**src/rtl/ysyx_23060061_axi_arbiter_pkg.sv**
```systemverilog
// rtl/ysyx_23060061_axi_arbiter_pkg.sv - shared types and constants for the M0/M1 AXI4-Lite arbiter
package ysyx_23060061_axi_arbiter_pkg;

    localparam int AW_DEF = 32;
    localparam int DW_DEF = 32;

    localparam logic [1:0] OKAY   = 2'b00;
    localparam logic [1:0] SLVERR = 2'b10;
    localparam logic [1:0] DECERR = 2'b11;

    typedef enum logic [2:0] {
        IDLE,
        RD_A,
        RD_D,
        WR_A,
        WR_B
    } arb_state_e;

endpackage

```
**src/rtl/ysyx_23060061_arb_grant.sv**
```systemverilog
// rtl/ysyx_23060061_arb_grant.sv - master select; round-robin when YSYX_23060061_ARB_RR_EN is defined
module ysyx_23060061_arb_grant (
    input  logic       clk,
    input  logic       rst,
    input  logic [1:0] req,
    input  logic       take,
    output logic       grant
);

`ifdef YSYX_23060061_ARB_RR_EN
    logic last_grant;

    // Only a tie consults history; a lone requester always wins.
    always_comb begin
        if (req == 2'b11) begin
            grant = ~last_grant;
        end else begin
            grant = req[1];
        end
    end

    always_ff @(posedge clk) begin
        if (!rst) begin
            last_grant <= 1'b1;
        end else if (take) begin
            last_grant <= grant;
        end
    end
`else
    logic unused_rr;

    assign unused_rr = ^{clk, rst, take};
    assign grant     = req[1];
`endif

endmodule

```
**src/rtl/ysyx_23060061_axi_arbiter.sv**
```systemverilog
// rtl/ysyx_23060061_axi_arbiter.sv - two-master to one-slave AXI4-Lite arbiter (optional YSYX_23060061_ARB_RR_EN)
module ysyx_23060061_axi_arbiter
    import ysyx_23060061_axi_arbiter_pkg::*;
#(
    parameter int AW = AW_DEF,
    parameter int DW = DW_DEF
) (
    input  logic            clk,
    input  logic            rst,

    input  logic [AW-1:0]   m0_araddr,
    input  logic            m0_arvalid,
    output logic            m0_arready,
    output logic [DW-1:0]   m0_rdata,
    output logic [1:0]      m0_rresp,
    output logic            m0_rvalid,
    input  logic            m0_rready,
    input  logic [AW-1:0]   m0_awaddr,
    input  logic            m0_awvalid,
    output logic            m0_awready,
    input  logic [DW-1:0]   m0_wdata,
    input  logic [DW/8-1:0] m0_wstrb,
    input  logic            m0_wvalid,
    output logic            m0_wready,
    output logic [1:0]      m0_bresp,
    output logic            m0_bvalid,
    input  logic            m0_bready,

    input  logic [AW-1:0]   m1_araddr,
    input  logic            m1_arvalid,
    output logic            m1_arready,
    output logic [DW-1:0]   m1_rdata,
    output logic [1:0]      m1_rresp,
    output logic            m1_rvalid,
    input  logic            m1_rready,
    input  logic [AW-1:0]   m1_awaddr,
    input  logic            m1_awvalid,
    output logic            m1_awready,
    input  logic [DW-1:0]   m1_wdata,
    input  logic [DW/8-1:0] m1_wstrb,
    input  logic            m1_wvalid,
    output logic            m1_wready,
    output logic [1:0]      m1_bresp,
    output logic            m1_bvalid,
    input  logic            m1_bready,

    output logic [AW-1:0]   s_araddr,
    output logic            s_arvalid,
    input  logic            s_arready,
    input  logic [DW-1:0]   s_rdata,
    input  logic [1:0]      s_rresp,
    input  logic            s_rvalid,
    output logic            s_rready,
    output logic [AW-1:0]   s_awaddr,
    output logic            s_awvalid,
    input  logic            s_awready,
    output logic [DW-1:0]   s_wdata,
    output logic [DW/8-1:0] s_wstrb,
    output logic            s_wvalid,
    input  logic            s_wready,
    input  logic [1:0]      s_bresp,
    input  logic            s_bvalid,
    output logic            s_bready
);

    arb_state_e state, state_nx;
    logic       grant, grant_sel, take;
    logic       aw_done, w_done;
    logic [1:0] req;

    logic [AW-1:0]   m_araddr [2];
    logic [AW-1:0]   m_awaddr [2];
    logic [DW-1:0]   m_wdata  [2];
    logic [DW/8-1:0] m_wstrb  [2];
    logic [1:0]      m_arvalid, m_rready, m_awvalid, m_wvalid, m_bready;
    logic [1:0]      ar_rdy, r_vld, aw_rdy, w_rdy, b_vld;

    assign m_araddr[0] = m0_araddr;
    assign m_araddr[1] = m1_araddr;
    assign m_awaddr[0] = m0_awaddr;
    assign m_awaddr[1] = m1_awaddr;
    assign m_wdata[0]  = m0_wdata;
    assign m_wdata[1]  = m1_wdata;
    assign m_wstrb[0]  = m0_wstrb;
    assign m_wstrb[1]  = m1_wstrb;
    assign m_arvalid   = {m1_arvalid, m0_arvalid};
    assign m_rready    = {m1_rready,  m0_rready};
    assign m_awvalid   = {m1_awvalid, m0_awvalid};
    assign m_wvalid    = {m1_wvalid,  m0_wvalid};
    assign m_bready    = {m1_bready,  m0_bready};

    assign req  = m_arvalid | m_awvalid;
    assign take = (state == IDLE) && (req != 2'b00);

    ysyx_23060061_arb_grant u_grant (
        .clk   (clk),
        .rst   (rst),
        .req   (req),
        .take  (take),
        .grant (grant_sel)
    );

    always_ff @(posedge clk) begin
        if (!rst) begin
            state   <= IDLE;
            grant   <= 1'b0;
            aw_done <= 1'b0;
            w_done  <= 1'b0;
        end else begin
            state <= state_nx;
            if (take) begin
                grant <= grant_sel;
            end
            if (state == WR_A) begin
                if (!aw_done && m_awvalid[grant] && s_awready) begin
                    aw_done <= 1'b1;
                end
                if (!w_done && m_wvalid[grant] && s_wready) begin
                    w_done <= 1'b1;
                end
            end
            if (state == WR_B && s_bvalid && m_bready[grant]) begin
                aw_done <= 1'b0;
                w_done  <= 1'b0;
            end
        end
    end

    always_comb begin
        state_nx  = state;
        s_araddr  = '0;
        s_arvalid = 1'b0;
        s_rready  = 1'b0;
        s_awaddr  = '0;
        s_awvalid = 1'b0;
        s_wdata   = '0;
        s_wstrb   = '0;
        s_wvalid  = 1'b0;
        s_bready  = 1'b0;
        ar_rdy    = 2'b00;
        r_vld     = 2'b00;
        aw_rdy    = 2'b00;
        w_rdy     = 2'b00;
        b_vld     = 2'b00;
        case (state)
            IDLE: begin
                // A master asserting both AR and AW is taken as a read first.
                if (take) begin
                    state_nx = m_arvalid[grant_sel] ? RD_A : WR_A;
                end
            end
            RD_A: begin
                s_araddr      = m_araddr[grant];
                s_arvalid     = m_arvalid[grant];
                ar_rdy[grant] = s_arready;
                if (m_arvalid[grant] && s_arready) begin
                    state_nx = RD_D;
                end
            end
            RD_D: begin
                r_vld[grant] = s_rvalid;
                s_rready     = m_rready[grant];
                if (s_rvalid && m_rready[grant]) begin
                    state_nx = IDLE;
                end
            end
            WR_A: begin
                if (!aw_done) begin
                    s_awaddr      = m_awaddr[grant];
                    s_awvalid     = m_awvalid[grant];
                    aw_rdy[grant] = s_awready;
                end
                if (!w_done) begin
                    s_wdata      = m_wdata[grant];
                    s_wstrb      = m_wstrb[grant];
                    s_wvalid     = m_wvalid[grant];
                    w_rdy[grant] = s_wready;
                end
                if ((aw_done || (m_awvalid[grant] && s_awready)) &&
                    (w_done  || (m_wvalid[grant]  && s_wready))) begin
                    state_nx = WR_B;
                end
            end
            WR_B: begin
                b_vld[grant] = s_bvalid;
                s_bready     = m_bready[grant];
                if (s_bvalid && m_bready[grant]) begin
                    state_nx = IDLE;
                end
            end
            default: state_nx = IDLE;
        endcase
    end

    assign m0_arready = ar_rdy[0];
    assign m1_arready = ar_rdy[1];
    assign m0_rvalid  = r_vld[0];
    assign m1_rvalid  = r_vld[1];
    assign m0_awready = aw_rdy[0];
    assign m1_awready = aw_rdy[1];
    assign m0_wready  = w_rdy[0];
    assign m1_wready  = w_rdy[1];
    assign m0_bvalid  = b_vld[0];
    assign m1_bvalid  = b_vld[1];

    // Response payloads reach only the granted master; everyone else sees zeros.
    assign m0_rdata = (state == RD_D && !grant) ? s_rdata : '0;
    assign m0_rresp = (state == RD_D && !grant) ? s_rresp : 2'b00;
    assign m1_rdata = (state == RD_D &&  grant) ? s_rdata : '0;
    assign m1_rresp = (state == RD_D &&  grant) ? s_rresp : 2'b00;
    assign m0_bresp = (state == WR_B && !grant) ? s_bresp : 2'b00;
    assign m1_bresp = (state == WR_B &&  grant) ? s_bresp : 2'b00;

endmodule

```
**config.mk**
```make
export PLATFORM = sky130hd
export DESIGN_NAME = ysyx_23060061_axi_arbiter
export DESIGN_NICKNAME = d
export VERILOG_FILES = /design/src/rtl/ysyx_23060061_axi_arbiter_pkg.sv /design/src/rtl/ysyx_23060061_arb_grant.sv /design/src/rtl/ysyx_23060061_axi_arbiter.sv
export SDC_FILE = /design/constraint.sdc
export NUM_CORES = 1
export LEC_CHECK = 0
export ABC_CLOCK_PERIOD_IN_PS = 3630
export BUFFER_PORTS_ARGS = -buffer_cell sky130_fd_sc_hd__buf_2
export CAP_MARGIN = 20
export CORE_AREA = 2 2 173 175
export CTS_CLUSTER_DIAMETER = 60
export DETAILED_ROUTE_END_ITERATION = 6
export DIE_AREA = 0 0 175 177
export SKIP_CTS_REPAIR_TIMING = 1
export SLEW_MARGIN = 10
export SYNTH_ARGS = -nofsm -noshare
export SYNTH_HDL_FRONTEND = slang
export SYNTH_SLANG_ARGS = --single-unit
```
**constraint.sdc**
```tcl
create_clock -name clk -period 3.63 [get_ports clk]
set_clock_uncertainty 0.05 [all_clocks]
set_input_delay 0.5445 -clock clk [delete_from_list [all_inputs] [get_ports clk]]
set_output_delay 0.5445 -clock clk [all_outputs]
set_load 0.005 [all_outputs]
```
* Word level (Yosys, flattened, before mapping)
Index checks and enable logic that the tools add are counted.
** Cells by class
- $add $sub $neg :: 0
- Multiply operators :: 0
- Divide/modulo/power cells :: 0
- Order comparisons :: 4
- Equal/unequal tests :: 9
- Shift operators :: 0
- Multiplexer cells :: 60
- Bitwise operators :: 8
- Reduce and logical (&&, ||, !) cells :: 29
** Operators by type and width (count)
- $mux W32 :: 16
- $mux W2 :: 12
- $mux W1 :: 20
- $mux W4 :: 5
- $logic_and A1 B1 Y1 :: 18
- $mux W3 :: 5
- $pmux W3 S5 :: 1
- $and A2 B2 Y2 :: 5
- $ne A2 B2 Y1 const B :: 4
- $eq A3 B2 Y1 const B :: 2
- $reduce_and A5 Y1 :: 1
- $lt A1 B2 Y1 const B :: 2
- $reduce_and A2 Y1 :: 2
- $eq A3 B1 Y1 const B :: 1
- $eq A3 B3 Y1 const B :: 1
- $logic_not A1 Y1 :: 3
- $logic_not A3 Y1 :: 1
- $ge A2 B2 Y1 const B :: 1
- $logic_or A1 B1 Y1 :: 2
- $ne A2 B1 Y1 const B :: 1
- $not A1 Y2 :: 1
- $or A2 B2 Y2 :: 1
- $reduce_bool A2 Y1 :: 1
- $reduce_or A2 Y1 :: 1
- 3 further kinds :: 3
** Storage, ports and cells
- Register bits after elaboration :: 6
- Latch bits :: 0
- RAM bits :: 0
- Bits in read-only memories :: 0
- Input bits :: 253
- Output and inout port bits :: 187
- Logic and storage cells :: 114
- Memories :: 0

* Logic depth before layout (Yosys ltp)
Gate-level depths: netlist of run 1.
- Depth after elaboration :: 7
- Gate-level depth with buffers :: 5
- Depth with buffers taken out :: 4

* Hierarchy
Synthesis of run 1 repeated with hierarchy kept, for this count alone.
** Second synthesis, totals
- Cell total of the unflattened synthesis :: 378
- Area total of the unflattened synthesis :: 2536.2 um^2
** By module, submodules not included
- ysyx_23060061_axi_arbiter :: times used 1, cells an instance 377, area an instance 2528.7 um^2, seq. area each 120.1 um^2
- ysyx_23060061_arb_grant :: times used 1, cells an instance 1, area an instance 7.5 um^2, seq. area each 0.0 um^2

* Worst setup path before layout of run 1
No wires, ideal clock.
- Kind :: register to output
- From :: register grant
- To :: output s_araddr[0]
- Arrival :: 1.186 ns
- Data required time :: 3.036 ns
- Setup slack :: 1.849 ns
- Stages on the path, launching flop included :: 6
- Path buffers :: 3
- Cell sequence :: dfxtp_1 -> buf_2 -> buf_2 -> buf_2 -> mux2i_1 -> nor2_1
** Between the ends
- Word-level cells in the longest chain between the ends :: 5
** Ends and longest elaborated chain
- start, declared :: RTL line ysyx_23060061_axi_arbiter.sv:67 : logic grant, grant_sel, take;
- start signal, assigned :: RTL line ysyx_23060061_axi_arbiter.sv:112 : grant <= grant_sel;
- $not A1 Y2 (implied by the code) :: RTL line ysyx_23060061_axi_arbiter.sv:153 : s_araddr = m_araddr[grant];
- $mux W32 (implied by the code) (3 in series) :: RTL line ysyx_23060061_axi_arbiter.sv:153
- $mux W32 :: RTL line ysyx_23060061_axi_arbiter.sv:145 : case (state)
- end, declared :: RTL line ysyx_23060061_axi_arbiter.sv:47 : output logic [AW-1:0] s_araddr,
Every way passes these cells. The select of a mux whose other input is x is not followed.

* Worst setup path in the final report of run 1
- From :: register state[0]
- To :: output s_awaddr[24]
** Between the ends
- Word-level cells in the longest chain between the ends :: 2
** Ends and longest elaborated chain
- start, declared :: RTL line ysyx_23060061_axi_arbiter.sv:66 : arb_state_e state, state_nx;
- start signal, assigned :: RTL line ysyx_23060061_axi_arbiter.sv:110 : state <= state_nx;
- $eq A3 B2 Y1 :: RTL line ysyx_23060061_axi_arbiter.sv:145
- $mux W32 :: RTL line ysyx_23060061_axi_arbiter.sv:145
- end, declared :: RTL line ysyx_23060061_axi_arbiter.sv:54 : output logic [AW-1:0] s_awaddr,
Every way passes these cells.

==> results by group, run 1 <==
Status
  • Status: completed

Place
  • Buffers added on ports: 439
  • Post-Place Setup Slack: 1.352 ns
  • Gpl congestion: 0.8189
  • DP Wirelength: 12,520 um

Yosys
  • Largest cells by area after synthesis: mux2i_1 (41%), and2_1 (19%), nor2_1 (16%), dfxtp_1 (4.8%), buf_2 (4.0%)
  • Ys Warns: 0
  • Ys async rst share: 0
  • Mapped Cells: 371
  • Most frequent cells after synthesis: nor2_1 (107), mux2i_1 (103), and2_1 (74)
  • Yosys reg bits: 6
  • Cell with the most instances after synthesis: nor2_1
  • Library cell with the largest summed area after synthesis: mux2i_1
  • Netlist cell types: 35
  • Post-synth EDFFs: 0
  • Yosys top cell area share: 0.4122
  • Syn avg cell area: 6.742 um2
  • Syn Nets: 624
  • Synthesized area: 0.002501 mm2
  • Seq/Total Area, Yosys: 0.04802
  • Most used DFF post-synth: dfxtp_1

Setup path
  • Critical path arrival: 1.93 ns
  • RR Startpoint: state[0]
  • Critical Path Fanout Max: 32
  • CP max-delay cell: dfxtp_1
  • CP peak stage delay: 0.64 ns
  • CP Launch Type: flip-flop
  • Data required, critical path: 3.04 ns
  • Critical path class: reg2out
  • R2R depth: 5
  • CP Launch Point: state[0]
  • Crit-path cells: and3b_1 > nand2b_1 > buf_4 > nor2_1 > buf_2
  • Worst Setup End Kind: output pin

STA
  • # setup viols final: 0
  • Fin. Hold Viols: 0
  • RSZ-0062 raised after global routing: false
  • Fmax: 395.9 MHz
  • Fin crit share: 0.6958
  • Min cycle time layout: 2.526 ns
  • Fin. max-slew vios: 0
  • Final critical-path setup slack: 1.104 ns
  • Slew headroom: 0.5464
  • Worst slew pin tran: 0.6790 ns
  • Setup TNS: 0 ns

Layout
  • Util after Layout: 0.1785
  • Diodes inserted: 0
  • Synthesis-to-layout area growth: 108.7%
  • Final Net Count: 1,047
  • Layout cell share with drive strength beyond 1: 0.5763

Floorplanning
  • Die area: 0.03098 mm2
  • Core Box Area: 0.02924 mm2
  • Die W: 175 um
  • Initial core utilization: 0.08553
  • Core Rows: 63
  • Die Ht: 177 um
  • I/O pins: 440

Pwr
  • Lkg Pwr: 3.050 nW
  • Pwr dens: 258.5 mW/mm2
  • Maximum VDD drop: 0.3226 mV

Clock tree
  • # H-tree levels: 1
  • Clock tree buffer depth: 2
  • Total CTS buffers: 3
  • Clock slew at reported path FFs: 0.03 ns
  • Clk sinks: 6
  • Clk_lat worst skew: 0.23 ns
  • CTS tree: done
  • Clk root buf: clkbuf_16

Worst hold path
  • Min-Delay Path Depth: 2
  • Worst hold path startpoint: w_done
  • Worst Hold Class: reg2reg

Job
  • MaxCap Viol Count: 0

Global routing
  • First-pass GRT wire length: 19,730 um
  • Tot GR Track Use: 0.07954
  • Vias in the first global route: 3,637
  • Largest net degree at the start of global routing: 46
  • Initial antenna violation count: 0
  • GRT overflow: 0

Route
  • WL final: 14,260 um
  • Antenna-violating nets left: 0
  • Initial DRC Count: 110
  • DR WL/cell: 12.06 um
  • Via density: 3.505
  • DRC: 0
  • Vias: 4,146
  • Drt pass-1 iters: 4
[stage by stage]
| stage | cell area [um2] | cells | hold slack, ns | total power [mW] |
|---|---|---|---|---|
| final | 5220 | 1183 | 0.4673 | 1.349 |
| after global routing | 5220 | 1183 | 0.5133 | 1.472 |
| after CTS | 5220 | 1183 | 0.4665 | 1.373 |
| after detailed placement | 5141 | 1179 | 0.4465 | 1.179 |
| after global placement | 5141 | 1179 | 0.4438 | 1.164 |
| after floorplan | 2501 | 371 | 0.3942 | 0.7081 |
[worst max-delay path: cells and delay by family (launching register included)]
| family | cells | cell delay, ns |
|---|---|---|
| flops | 1 | 0.64 |
| simple gates | 3 | 0.64 |
| buf+inv | 2 | 0.40 |
[flip-flops by register name (all words and copies together) (netlist names)]
signal   flops
aw_done      1
grant        1
state        3
w_done       1
[cell type report]
cell class                      count  area (um2)
Clock buffer                        4       78.83
Multi-Input combinational cell    332        2237
Sequential cell                     6       123.9
Inverter                            2       7.507
Tap cell                          390       488.0
Timing Repair Buffer              449        2285
Fill cell                        3369       24020
[routing by layer]
metal / share of wire / wire length, um / track usage / vias to the layer above
met4: 0.0072 / 103 / 0.009722 / 0
met1: 0.41 / 5802 / 0.1026 / 1833
li1: - / - / - / 2087
met3: 0.080 / 1144 / 0.009021 / 7
met2: 0.51 / 7214 / 0.1456 / 219
met5: 0 / 0 / 0 / -
[cells by family (layout without fill, tap and decap cells)]
group / count (synthesis) / in the layout / synth area share
AO/OA/AOI/OAI: 18 / 18 / 0.04803
multiplexers: 105 / 105 / 0.4212
buffers and inverters: 33 / 455 / 0.05953
AND/OR/NAND/NOR: 209 / 209 / 0.4232
flip-flops: 6 / 6 / 0.04803
[power breakdown]
group          total [mW]  switching [mW]  internal [mW]
Combinational        1.04           0.515          0.522
Sequential          0.126          0.0479         0.0782
Clock               0.186          0.0398          0.146
[cell usage in the layout, fill, tap and decap left out, drive strengths merged, types with 3 or more instances in the layout]
cell type	netlist	routed
buf	22	449
nor2	107	107
mux2i	103	103
and2	74	74
dfxtp	6	6
nor3b	5	5
nand2	4	4
o21ai	4	4
nor3	4	4
clkbuf	9	4
and3	3	3
nor2b	3	3
a21oi	3	3
[worst paths after layout]
check	to	slack, ns
worst max-delay path	s_awaddr[24]	1.10
worst min-delay path	w_done	0.47
worst max register to register	state[1]	1.77
worst min register to register	w_done	0.47
Note: power is estimated with default switching activity, not from simulation.
==> run 2: changes to the inputs <==
--- a/config.mk
+++ b/config.mk
@@ -5,13 +5,13 @@
 export SDC_FILE = /design/constraint.sdc
 export NUM_CORES = 1
 export LEC_CHECK = 0
-export ABC_CLOCK_PERIOD_IN_PS = 3630
+export ABC_CLOCK_PERIOD_IN_PS = 2100
 export BUFFER_PORTS_ARGS = -buffer_cell sky130_fd_sc_hd__buf_2
 export CAP_MARGIN = 20
-export CORE_AREA = 2 2 173 175
+export CORE_AREA = 2 2 169 171
 export CTS_CLUSTER_DIAMETER = 60
 export DETAILED_ROUTE_END_ITERATION = 6
-export DIE_AREA = 0 0 175 177
+export DIE_AREA = 0 0 171 173
 export SKIP_CTS_REPAIR_TIMING = 1
 export SLEW_MARGIN = 10
 export SYNTH_ARGS = -nofsm -noshare
==> constraint.sdc (replaced) <==
create_clock -name clk -period 2.1 [get_ports clk]
set_clock_uncertainty 0.05 [all_clocks]
set_input_delay 0.315 -clock clk [delete_from_list [all_inputs] [get_ports clk]]
set_output_delay 0.315 -clock clk [all_outputs]
set_load 0.005 [all_outputs]
==> results by group, run 2 (synthesis gave the netlist of run 1 again) <==
Floorplanning
  • Initial core utilization: 0.09053
  • I/O pins: 440
  • Core Box Area: 0.02763 mm2
  • Die area: 0.02958 mm2
  • Die W: 171 um
  • Core Rows: 61
  • Die Ht: 173 um

Clock tree
  • CTS tree: done
  • Total CTS buffers: 3
  • Clk_lat worst skew: 0.23 ns
  • Clk root buf: clkbuf_16
  • Clock tree buffer depth: 2
  • # H-tree levels: 1
  • Clock slew at reported path FFs: 0.04 ns
  • Clk sinks: 6

Layout
  • Register area: 125.1 um2
  • Diodes inserted: 0
  • Layout cell share with drive strength beyond 1: 0.5846
  • Top reg by flops: state
  • Multi-input gate area: 0.002246 mm2
  • Most common cell after layout, fill and taps aside: buf_2
  • Util after Layout: 0.1934
  • Synthesis-to-layout area growth: 113.6%
  • Largest register FFs: 3
  • Fill count: 3,162
  • Fin area: 0.005343 mm2
  • Most frequent cells in the layout: buf_2 (439), nor2_1 (107), mux2i_1 (103)
  • Final Net Count: 1,058

Route
  • Antenna-violating nets left: 0
  • Initial DRC Count: 188
  • DR WL/cell: 12.54 um
  • WL final: 14,820 um
  • Vias: 4,231
  • Drt pass-1 iters: 4
  • DRC: 0
  • Via density: 3.580

STA
  • Fin. Hold Viols: 0
  • # setup viols final: 0
  • Fin. max-slew vios: 0
  • Fmax: 493.4 MHz
  • Final critical-path setup slack: 0.07322 ns
  • Worst slew pin tran: 0.4336 ns
  • Fin crit share: 0.9651
  • Min cycle time layout: 2.027 ns
  • Slew headroom: 0.7027

Status
  • Status: completed

Worst hold path
  • Hold Path End: state[2]
  • Min-Delay Path Depth: 2
  • Worst Hold Class: in2reg
  • Worst hold path startpoint: rst

Global routing
  • Tot GR Track Use: 0.08414
  • Largest net degree at the start of global routing: 40
  • Initial antenna violation count: 0
  • First-pass GRT wire length: 19,810 um
  • GRT overflow: 0
  • Vias in the first global route: 3,718

Setup path
  • R2R depth: 6
  • Worst Setup End Kind: output pin
  • RR Startpoint: state[0]
  • R2R Setup Slk: 0.46 ns
  • CP Launch Point: grant
  • Data required, critical path: 1.74 ns
  • Critical path class: reg2out
  • RR Endpoint: state[2]
  • Critical path arrival: 1.66 ns
  • CP Launch Type: flip-flop
  • Critical Path Fanout Max: 29

Pwr
  • Pwr dens: 463.6 mW/mm2
  • Lkg Pwr: 3.126 nW
  • Maximum VDD drop: 0.4684 mV

Place
  • DP Wirelength: 12,810 um
  • Gpl congestion: 0.7889
  • Buffers added on ports: 439
  • Post-Place Setup Slack: 0.2958 ns
  • Placed inst area: 0.005239 mm2

Job
  • MaxCap Viol Count: 0
==> run 2: where the power goes <==
group,switching [mW],internal [mW],total [mW],leakage (nW)
sequential,0.0390,0.137,0.176,0.0502
combinational,0.986,0.992,1.98,3.04
clock,0.0712,0.252,0.324,0.0382
total,1.10,1.38,2.48,3.13
==> run 2: critical path, stage by stage, from the launching register on <==
cell and delay, ns:
dfxtp_4 0.44, buf_12 0.23, buf_4 0.23, mux2i_1 0.25, nor2_1 0.09, buf_2 0.14
==> run 2: metrics by stage <==
step | hold WS [ns] | std cells | power, mW | setup TNS, ns
detailed placement | 0.4542 | 1177 | 2.144 | 0
floorplan | 0.3825 | 371 | 1.224 | 0
CTS | 0.3116 | 1181 | 2.477 | 0
global placement | 0.4514 | 1177 | 2.127 | 0
finish | 0.3113 | 1182 | 2.477 | 0
global route | 0.3282 | 1182 | 2.674 | -0.005729
==> run 2: per-layer routing <==
metal | up-vias | global-route usage | wire [um]
met1 | 1875 | 0.1029 | 6057
met5 | - | 0 | 0
met4 | 0 | 0.01483 | 201
met3 | 12 | 0.003662 | 1131
li1 | 2114 | - | -
met2 | 230 | 0.1618 | 7426
==> run 2: layout make-up <==
class                      count  share of cell area
clock buffer                   4             0.01475
inverter                       2            0.001405
multi-input combinational    332              0.4204
sequential                     6             0.02342
tap                          378             0.08852
timing repair buffer         460              0.4515
==> run 2: worst max path at each step <==
stage | end | slack, ns | cells after the start
finish | s_awaddr[25] | 0.07 | 5
global route | m1_rdata[27] | -0.006 | 5
CTS | m1_rdata[6] | 0.05 | 5
detailed placement | s_awaddr[25] | 0.30 | 5
global placement | s_awaddr[25] | 0.29 | 5
floorplan | s_araddr[0] | 0.55 | 5
